## src/rtl/adc_pkg.sv

```systemverilog
// Shared types and constants for the ramp ADC front end.
package adc_pkg;

    localparam int unsigned R2R_WIDTH = 8;

    typedef enum logic {
        RAMP_UP   = 1'b0,
        RAMP_DOWN = 1'b1
    } ramp_dir_t;

    typedef enum logic {
        RAMP_SAW = 1'b0,
        RAMP_TRI = 1'b1
    } ramp_mode_t;

endpackage

```

## src/rtl/r2r_ramp_generator_step_prescaler.sv

```systemverilog
// Divides the system clock down to one ramp-step tick every STEP_DIV enabled cycles.
module step_prescaler #(
    parameter int unsigned STEP_DIV = 1000
) (
    input  logic clk,
    input  logic reset,
    input  logic enable,
    input  logic clear,
    output logic tick
);

    localparam int unsigned CNT_W = (STEP_DIV > 1) ? $clog2(STEP_DIV) : 1;
    localparam logic [CNT_W-1:0] CNT_LAST = CNT_W'(STEP_DIV - 1);

    logic [CNT_W-1:0] cnt_q;
    logic [CNT_W-1:0] cnt_d;
    logic             at_last;

    assign at_last = (cnt_q == CNT_LAST);

    // Tick is combinational so the step lands on the same edge the count wraps.
    assign tick = enable && !clear && at_last;

    always_comb begin
        cnt_d = cnt_q;
        if (clear) begin
            cnt_d = '0;
        end else if (enable) begin
            cnt_d = at_last ? '0 : cnt_q + CNT_W'(1);
        end
    end

    always_ff @(posedge clk or negedge reset) begin
        if (!reset) begin
            cnt_q <= '0;
        end else begin
            cnt_q <= cnt_d;
        end
    end

endmodule

```

## src/rtl/r2r_ramp_generator.sv

```systemverilog
// Sawtooth / triangle code generator for the R2R ladder DAC, with step and
// end-of-sweep strobes aligned to the code update.
module r2r_ramp_generator
    import adc_pkg::*;
#(
    parameter int unsigned WIDTH    = R2R_WIDTH,
    parameter int unsigned STEP_DIV = 1000
) (
    input  logic             clk,
    input  logic             reset,
    input  logic             enable,
    input  logic             restart,
    input  logic             triangle_mode,
    output logic [WIDTH-1:0] R2R_output,
    output logic             ramp_dir,
    output logic             step_strobe,
    output logic             sweep_done
);

    localparam logic [WIDTH-1:0] CODE_MAX = '1;
    localparam logic [WIDTH-1:0] CODE_ONE = WIDTH'(1);

    logic             tick;
    logic [WIDTH-1:0] code_q, code_d;
    ramp_dir_t        dir_q, dir_d;
    ramp_mode_t       mode_q, mode_d;
    logic             step_q, step_d;
    logic             done_q, done_d;

    step_prescaler #(
        .STEP_DIV (STEP_DIV)
    ) u_prescaler (
        .clk    (clk),
        .reset  (reset),
        .enable (enable),
        .clear  (restart),
        .tick   (tick)
    );

    always_comb begin
        code_d = code_q;
        dir_d  = dir_q;
        mode_d = mode_q;
        step_d = 1'b0;
        done_d = 1'b0;

        if (restart) begin
            code_d = '0;
            dir_d  = RAMP_UP;
            mode_d = ramp_mode_t'(triangle_mode);
        end else if (tick) begin
            step_d = 1'b1;
            case (mode_q)
                RAMP_SAW: begin
                    if (code_q == CODE_MAX) begin
                        code_d = '0;
                        done_d = 1'b1;
                    end else begin
                        code_d = code_q + CODE_ONE;
                    end
                end
                RAMP_TRI: begin
                    if (dir_q == RAMP_UP) begin
                        if (code_q == CODE_MAX) begin
                            dir_d  = RAMP_DOWN;
                            code_d = CODE_MAX - CODE_ONE;
                        end else begin
                            code_d = code_q + CODE_ONE;
                        end
                    end else begin
                        // Down at 0 only occurs after a completed triangle sweep.
                        if (code_q > CODE_ONE) begin
                            code_d = code_q - CODE_ONE;
                        end else if (code_q == CODE_ONE) begin
                            code_d = '0;
                            done_d = 1'b1;
                        end else begin
                            dir_d  = RAMP_UP;
                            code_d = CODE_ONE;
                        end
                    end
                end
                default: ;
            endcase

            if (done_d) begin
                mode_d = ramp_mode_t'(triangle_mode);
                if (mode_d == RAMP_SAW) begin
                    dir_d = RAMP_UP;
                end
            end
        end
    end

    always_ff @(posedge clk or negedge reset) begin
        if (!reset) begin
            code_q <= '0;
            dir_q  <= RAMP_UP;
            mode_q <= RAMP_SAW;
            step_q <= 1'b0;
            done_q <= 1'b0;
        end else begin
            code_q <= code_d;
            dir_q  <= dir_d;
            mode_q <= mode_d;
            step_q <= step_d;
            done_q <= done_d;
        end
    end

    assign R2R_output  = code_q;
    assign ramp_dir    = (dir_q == RAMP_DOWN);
    assign step_strobe = step_q;
    assign sweep_done  = done_q;

endmodule

```

## config.mk

```make
export PLATFORM = sky130hd
export DESIGN_NAME = r2r_ramp_generator
export DESIGN_NICKNAME = d
export VERILOG_FILES = /design/src/rtl/adc_pkg.sv /design/src/rtl/r2r_ramp_generator_step_prescaler.sv /design/src/rtl/r2r_ramp_generator.sv
export SDC_FILE = /design/constraint.sdc
export NUM_CORES = 1
export LEC_CHECK = 0
export CORE_ASPECT_RATIO = 0.7
export CORE_MARGIN = 5
export CORE_UTILIZATION = 55
export CTS_CLUSTER_SIZE = 24
export DETAILED_ROUTE_END_ITERATION = 8
export PLACE_DENSITY = 0.77
export SLEW_MARGIN = 20
export SYNTH_ARGS = -nofsm -noshare
export SYNTH_HDL_FRONTEND = slang
export SYNTH_SLANG_ARGS = --single-unit
```

## constraint.sdc

```tcl
create_clock -name clk -period 5.61 [get_ports clk]
set_input_delay 0.561 -clock clk [delete_from_list [all_inputs] [get_ports clk]]
set_output_delay 0.561 -clock clk [all_outputs]
set_load 0.005 [all_outputs]
```

Word-level counts from Yosys, hierarchy flattened
Cells that the tools add are included.
W data, S select, Z words.

word-level totals
  register bits = 22
  input bits = 5
  output and inout port bits = 11
  word-level logic and storage cells = 53

cells by class
  $add $sub $neg = 3
  $lt $le $gt $ge = 1
  equal/unequal tests = 3
  multiplexer cells = 32
  bitwise gates (word level) = 1
  reduce and logical (&&, ||, !) cells = 7

operator list
  kind                     number
  $mux W8                  6
  $mux W10                 3
  $mux W1                  21
  $pmux W8 S2              1
  $add A10 B1 Y10 const B  1
  $eq A10 B10 Y1 const B   1
  $add A8 B1 Y8 const B    1
  $eq A8 B1 Y1 const B     1
  $eq A8 B8 Y1 const B     1
  $gt A8 B1 Y1 const B     1
  $sub A8 B1 Y8 const B    1
  $reduce_bool A2 Y1       3
  $logic_and A1 B1 Y1      2
  $pmux W1 S2              1
  $reduce_and A2 Y1        1
  $logic_not A1 Y1         1
  $not A1 Y1               1

Longest topological paths before layout
  word-level depth = 10
  depth in mapped cells = 7
  gate-level depth less buffers = 7

By module
Synthesis repeated with hierarchy kept, for this count alone.

second synthesis, totals
  cell total of the unflattened synthesis = 194
  area, all modules = 1662.8 µm²

modules (own cells, without submodules)
  module              instances  cells each  area an instance (µm²)
  r2r_ramp_generator  1          135         1089.8
  step_prescaler      1          59          573.0

Least setup slack after synthesis
OpenSTA, ideal clock, no wires.

  path type = flip-flop to flip-flop
  from = reg code_q[0] (netlist: R2R_output[0])
  to = reg code_q[3] (netlist: R2R_output[3])
  setup time = 0.068 ns
  arrival time = 1.869 ns
  setup slack = 3.672 ns
  stages on the path, launching flop included = 8
  buffers on the path = 0
  clock period less this slack = 1.938 ns
  cells stage by stage = dfrtp_1 > inv_1 > ha_1 > or2_2 > a31oi_1 > inv_1 > or3_1 > nand3_1

on the way
  cells in the longest elaborated chain, start to end = 6

ends and longest elaborated chain
  item                                         RTL line                                            RTL
  from (decl)                                  r2r_ramp_generator.sv:24                            logic [WIDTH-1:0] code_q, code_d;
  from (signal assigned)                       r2r_ramp_generator.sv:103                           code_q <= code_d;
  $add A8 B1 Y8, or another cell as far along  r2r_ramp_generator.sv:59, r2r_ramp_generator.sv:68
  $mux W8, on equally long branches            r2r_ramp_generator.sv:64, r2r_ramp_generator.sv:72
  $mux W8                                      r2r_ramp_generator.sv:63                            if (dir_q == RAMP_UP) begin
  $pmux W8 S2 *                                r2r_ramp_generator.sv:53                            case (mode_q)
  $mux W8 *                                    r2r_ramp_generator.sv:51                            end else if (tick) begin
  $mux W8 *                                    r2r_ramp_generator.sv:47                            if (restart) begin

Mark *: on every way between the ends. The rest lies on a longest branch, timed or not. The select of a mux whose other input is x is not followed.
A chain may end at the register's enable or synchronous reset.

Final worst setup path
  from = in restart
  to = reg code_q[6] (netlist: R2R_output[6])

on the way
  cells in the longest elaborated chain, start to end = 4

ends and longest elaborated chain
  item                                 RTL line                                 RTL
  from (decl)                          r2r_ramp_generator.sv:12                 input logic restart,
  $logic_not A1 Y1                     r2r_ramp_generator_step_prescaler.sv:22  assign tick = enable && !clear && at_last;
  $logic_and A1 B1 Y1 (2 in a row)     r2r_ramp_generator_step_prescaler.sv:22
  $reduce_bool A2 Y1 (no source line)  -

Parallel ways exist; a longest one is shown, timed or not.

==> reports/qor.csv <==
stage,metric,value,unit
power_and_ir_drop,p_per_area,168,nW/um^2
worst_setup_path,cp.arrival,2680,ps
status,outcome,completed,
detailed_routing,drt.antenna.violating_nets,0,
detailed_routing,vias,1595,
worst_setup_path,regToRegEndpoint,ramp_dir,
synth,yosysWarnings,0,
worst_setup_path,rr_worst_depth,6,
detailed_routing,routed-wl-met3,485,um
sta,maxSlewViolCount,0,
clock_tree,path_clk_slew,80,ps
sta,max_slew_margin,0.496,
detailed_routing,drcViolationCount,0,
worst_setup_path,critPathLaunchType,input pin,
final_layout,antenna_cells,0,
synth,netlist_instances,190,
synth,ys_types,49,
detailed_routing,drt-initial-drc-count,179,
worst_setup_path,path_class,in -> reg,
placed_design,gp_congestion,0.956,
power_and_ir_drop,p_leak,0.756,nW
sta,whs,252,ps
synth,ys_seq_elements,22,
synth,synth_area_per_cell,8.34,um^2
clock_tree,cts_tree,done,
detailed_routing,routed_wirelength,4320,um
final_layout,layout-drive-gt1-share,0.0653,
clock_tree,cts_buffer_depth,2,
worst_setup_path,r2r_slack,3270,ps
sta,worst_pin_slew,746,ps
job,max_cap_violations,0,
synth,synthArstFlopShare,1.00,
hold_path,hold_class,in -> async,
sta,period_needed,2500,ps
clock_tree,cts_buffers,3,
final_layout,layout.nets,209,
grt,grt_max_degree,23,
worst_setup_path,crit_fanout,14,
placed_design,place_inst,231,
floorplan,num_rows,16,
grt,first_global_vias,1351,
worst_setup_path,cp-end-kind,flop,
clock_tree,hold_buffers,0,
clock_tree,numClockSinks,22,
grt,antenna_found_initial,0,
worst_setup_path,r2r-start,R2R_output[0],
sta,hold_violations,0,
sta,rsz0062_at_grt,false,
placed_design,numPortBuffers,15,
detailed_routing,wl_met2,1760,um
floorplan,dieArea,4070,um^2
clock_tree,post_cts_buffers,0,
placed_design,place_hpwl,3150,um
detailed_routing,wl_met1,2040,um
detailed_routing,dr.pass1.iters,4,
detailed_routing,top_layer_used,met4,
final_layout,mostFrequentLayoutCells,"22 x dfrtp_1, 19 x nand2_1, 15 x o21ai_0",
power_and_ir_drop,irDropWorstVdd,0.000111,V
grt,grt_usage,0.232,
synth,yosysSeqAreaShare,0.348,
worst_setup_path,required,5790,ps
detailed_routing,vias_per_cell,6.79,
floorplan,core,2780,um^2
clock_tree,cts_max_level,1,
sta,fmax,400,MHz
floorplan,fp.dieW,74.1,um
sta,setup_tns,0,ps
synth,synthesis.area,1580,um^2
clock_tree,cts_root_buffer,clkbuf_8,
sta,clock_skew,5.71,ps
synth,syn_nets,199,
worst_setup_path,crit_path_cell_trace,"clkdlybuf4s50_1, nand2b_1, nor4_4, o311a_1, o21ai_0, o211ai_1",
sta,setup_viol,0,
placed_design,pre_cts_ws,2530,ps
final_layout,fin_util,0.643,
final_layout,final_cells,235,
grt,grt_pass1_wl,6930,um
final_layout,syn2layout_area_growth,13.0,%
final_layout,layout_commonest_cell,dfrtp_1,
detailed_routing,post_drt_wl_per_cell,18.4,um
sta,period_share,0.445,
clock_tree,clkLatencyLatePin,270,ps
synth,synth_flop_cell,dfrtp_1,
grt,grt_overflow,0,
power_and_ir_drop,report.power.total,0.302,mW
worst_setup_path,slowest_stage,nor4_4,
floorplan,die_h,54.9,um
worst_setup_path,cp_slowest_stage_delay,720,ps
floorplan,ios,16,
clock_tree,cts_resized,0,
final_layout,stdcell_area,1790,um^2
synth,synth-edff-count,0,
sta,layout_setup_ws,3110,ps
floorplan,start_util,0.569,
placed_design,placed_area,1730,um^2
state kept, by name, indices dropped and copies added, names as in the netlist:
signal	cells
u_prescaler.cnt_q	10
mode_q	1
R2R_output	8
sweep_done	1
ramp_dir	1
step_strobe	1
how the worst max path moves through the flow:
stage                       start       endpoint  slack, ps  cells past startpoint
floorplan           R2R_output[0]  R2R_output[3]       3670                      7
global placement          restart  R2R_output[6]       2630                      6
detailed placement        restart  R2R_output[4]       2530                      6
CTS                       restart  R2R_output[4]       2800                      6
global route              restart  R2R_output[6]       2980                      6
finish                    restart  R2R_output[6]       3110                      6
where the power goes:
group / total (mW) / switching [mW] / internal (mW)
Clock: 0.115 / 0.0526 / 0.0627
Combinational: 0.0210 / 0.0127 / 0.00824
Sequential: 0.165 / 0.00499 / 0.160
routing by layer:
| metal | vias to the layer above | GRT usage |
|---|---|---|
| li1 | 749 | - |
| met1 | 750 | 0.342 |
| met2 | 91 | 0.322 |
| met3 | 5 | 0.0704 |
| met4 | 0 | 0.0693 |
| met5 | - | 0 |
critical path: cells and delay by family:
family                 cells  cell delay [ps]
AO/OA/AOI/OAI              3              490
buffers and inverters      1              580
AND/OR/NAND/NOR            2             1040
cells in the mapped netlist (5+ instances only):
library cell,n,share of area
dfrtp_1,22,0.35
nand2_1,19,0.045
o21ai_0,15,0.047
a21oi_1,13,0.041
nor2_1,12,0.028
nor3_1,8,0.025
nand3_1,7,0.022
a31oi_1,6,0.024
clkbuf_1,6,0.014
a21o_1,5,0.024
inv_1,5,0.012
layout make-up:
class | instances | area [um^2]
Clock buffer | 4 | 55.1
Fill cell | 240 | 992
Inverter | 5 | 18.8
Multi-Input combinational cell | 153 | 976
Sequential cell | 22 | 551
Tap cell | 36 | 45.0
Timing Repair Buffer | 15 | 145
cells by family after synthesis:
| kind of cell | count (synthesis) | synth area share |
|---|---|---|
| adders and majority gates | 4 | 0.0316 |
| DFF | 22 | 0.348 |
| muxes | 3 | 0.0190 |
| buffers and inverters | 15 | 0.0419 |
| and+or+nand+nor | 80 | 0.276 |
| xor gates and xnor gates | 3 | 0.0166 |
| AOI/OAI and AO/OA | 63 | 0.268 |
Note: power is estimated with default switching activity, not from simulation.
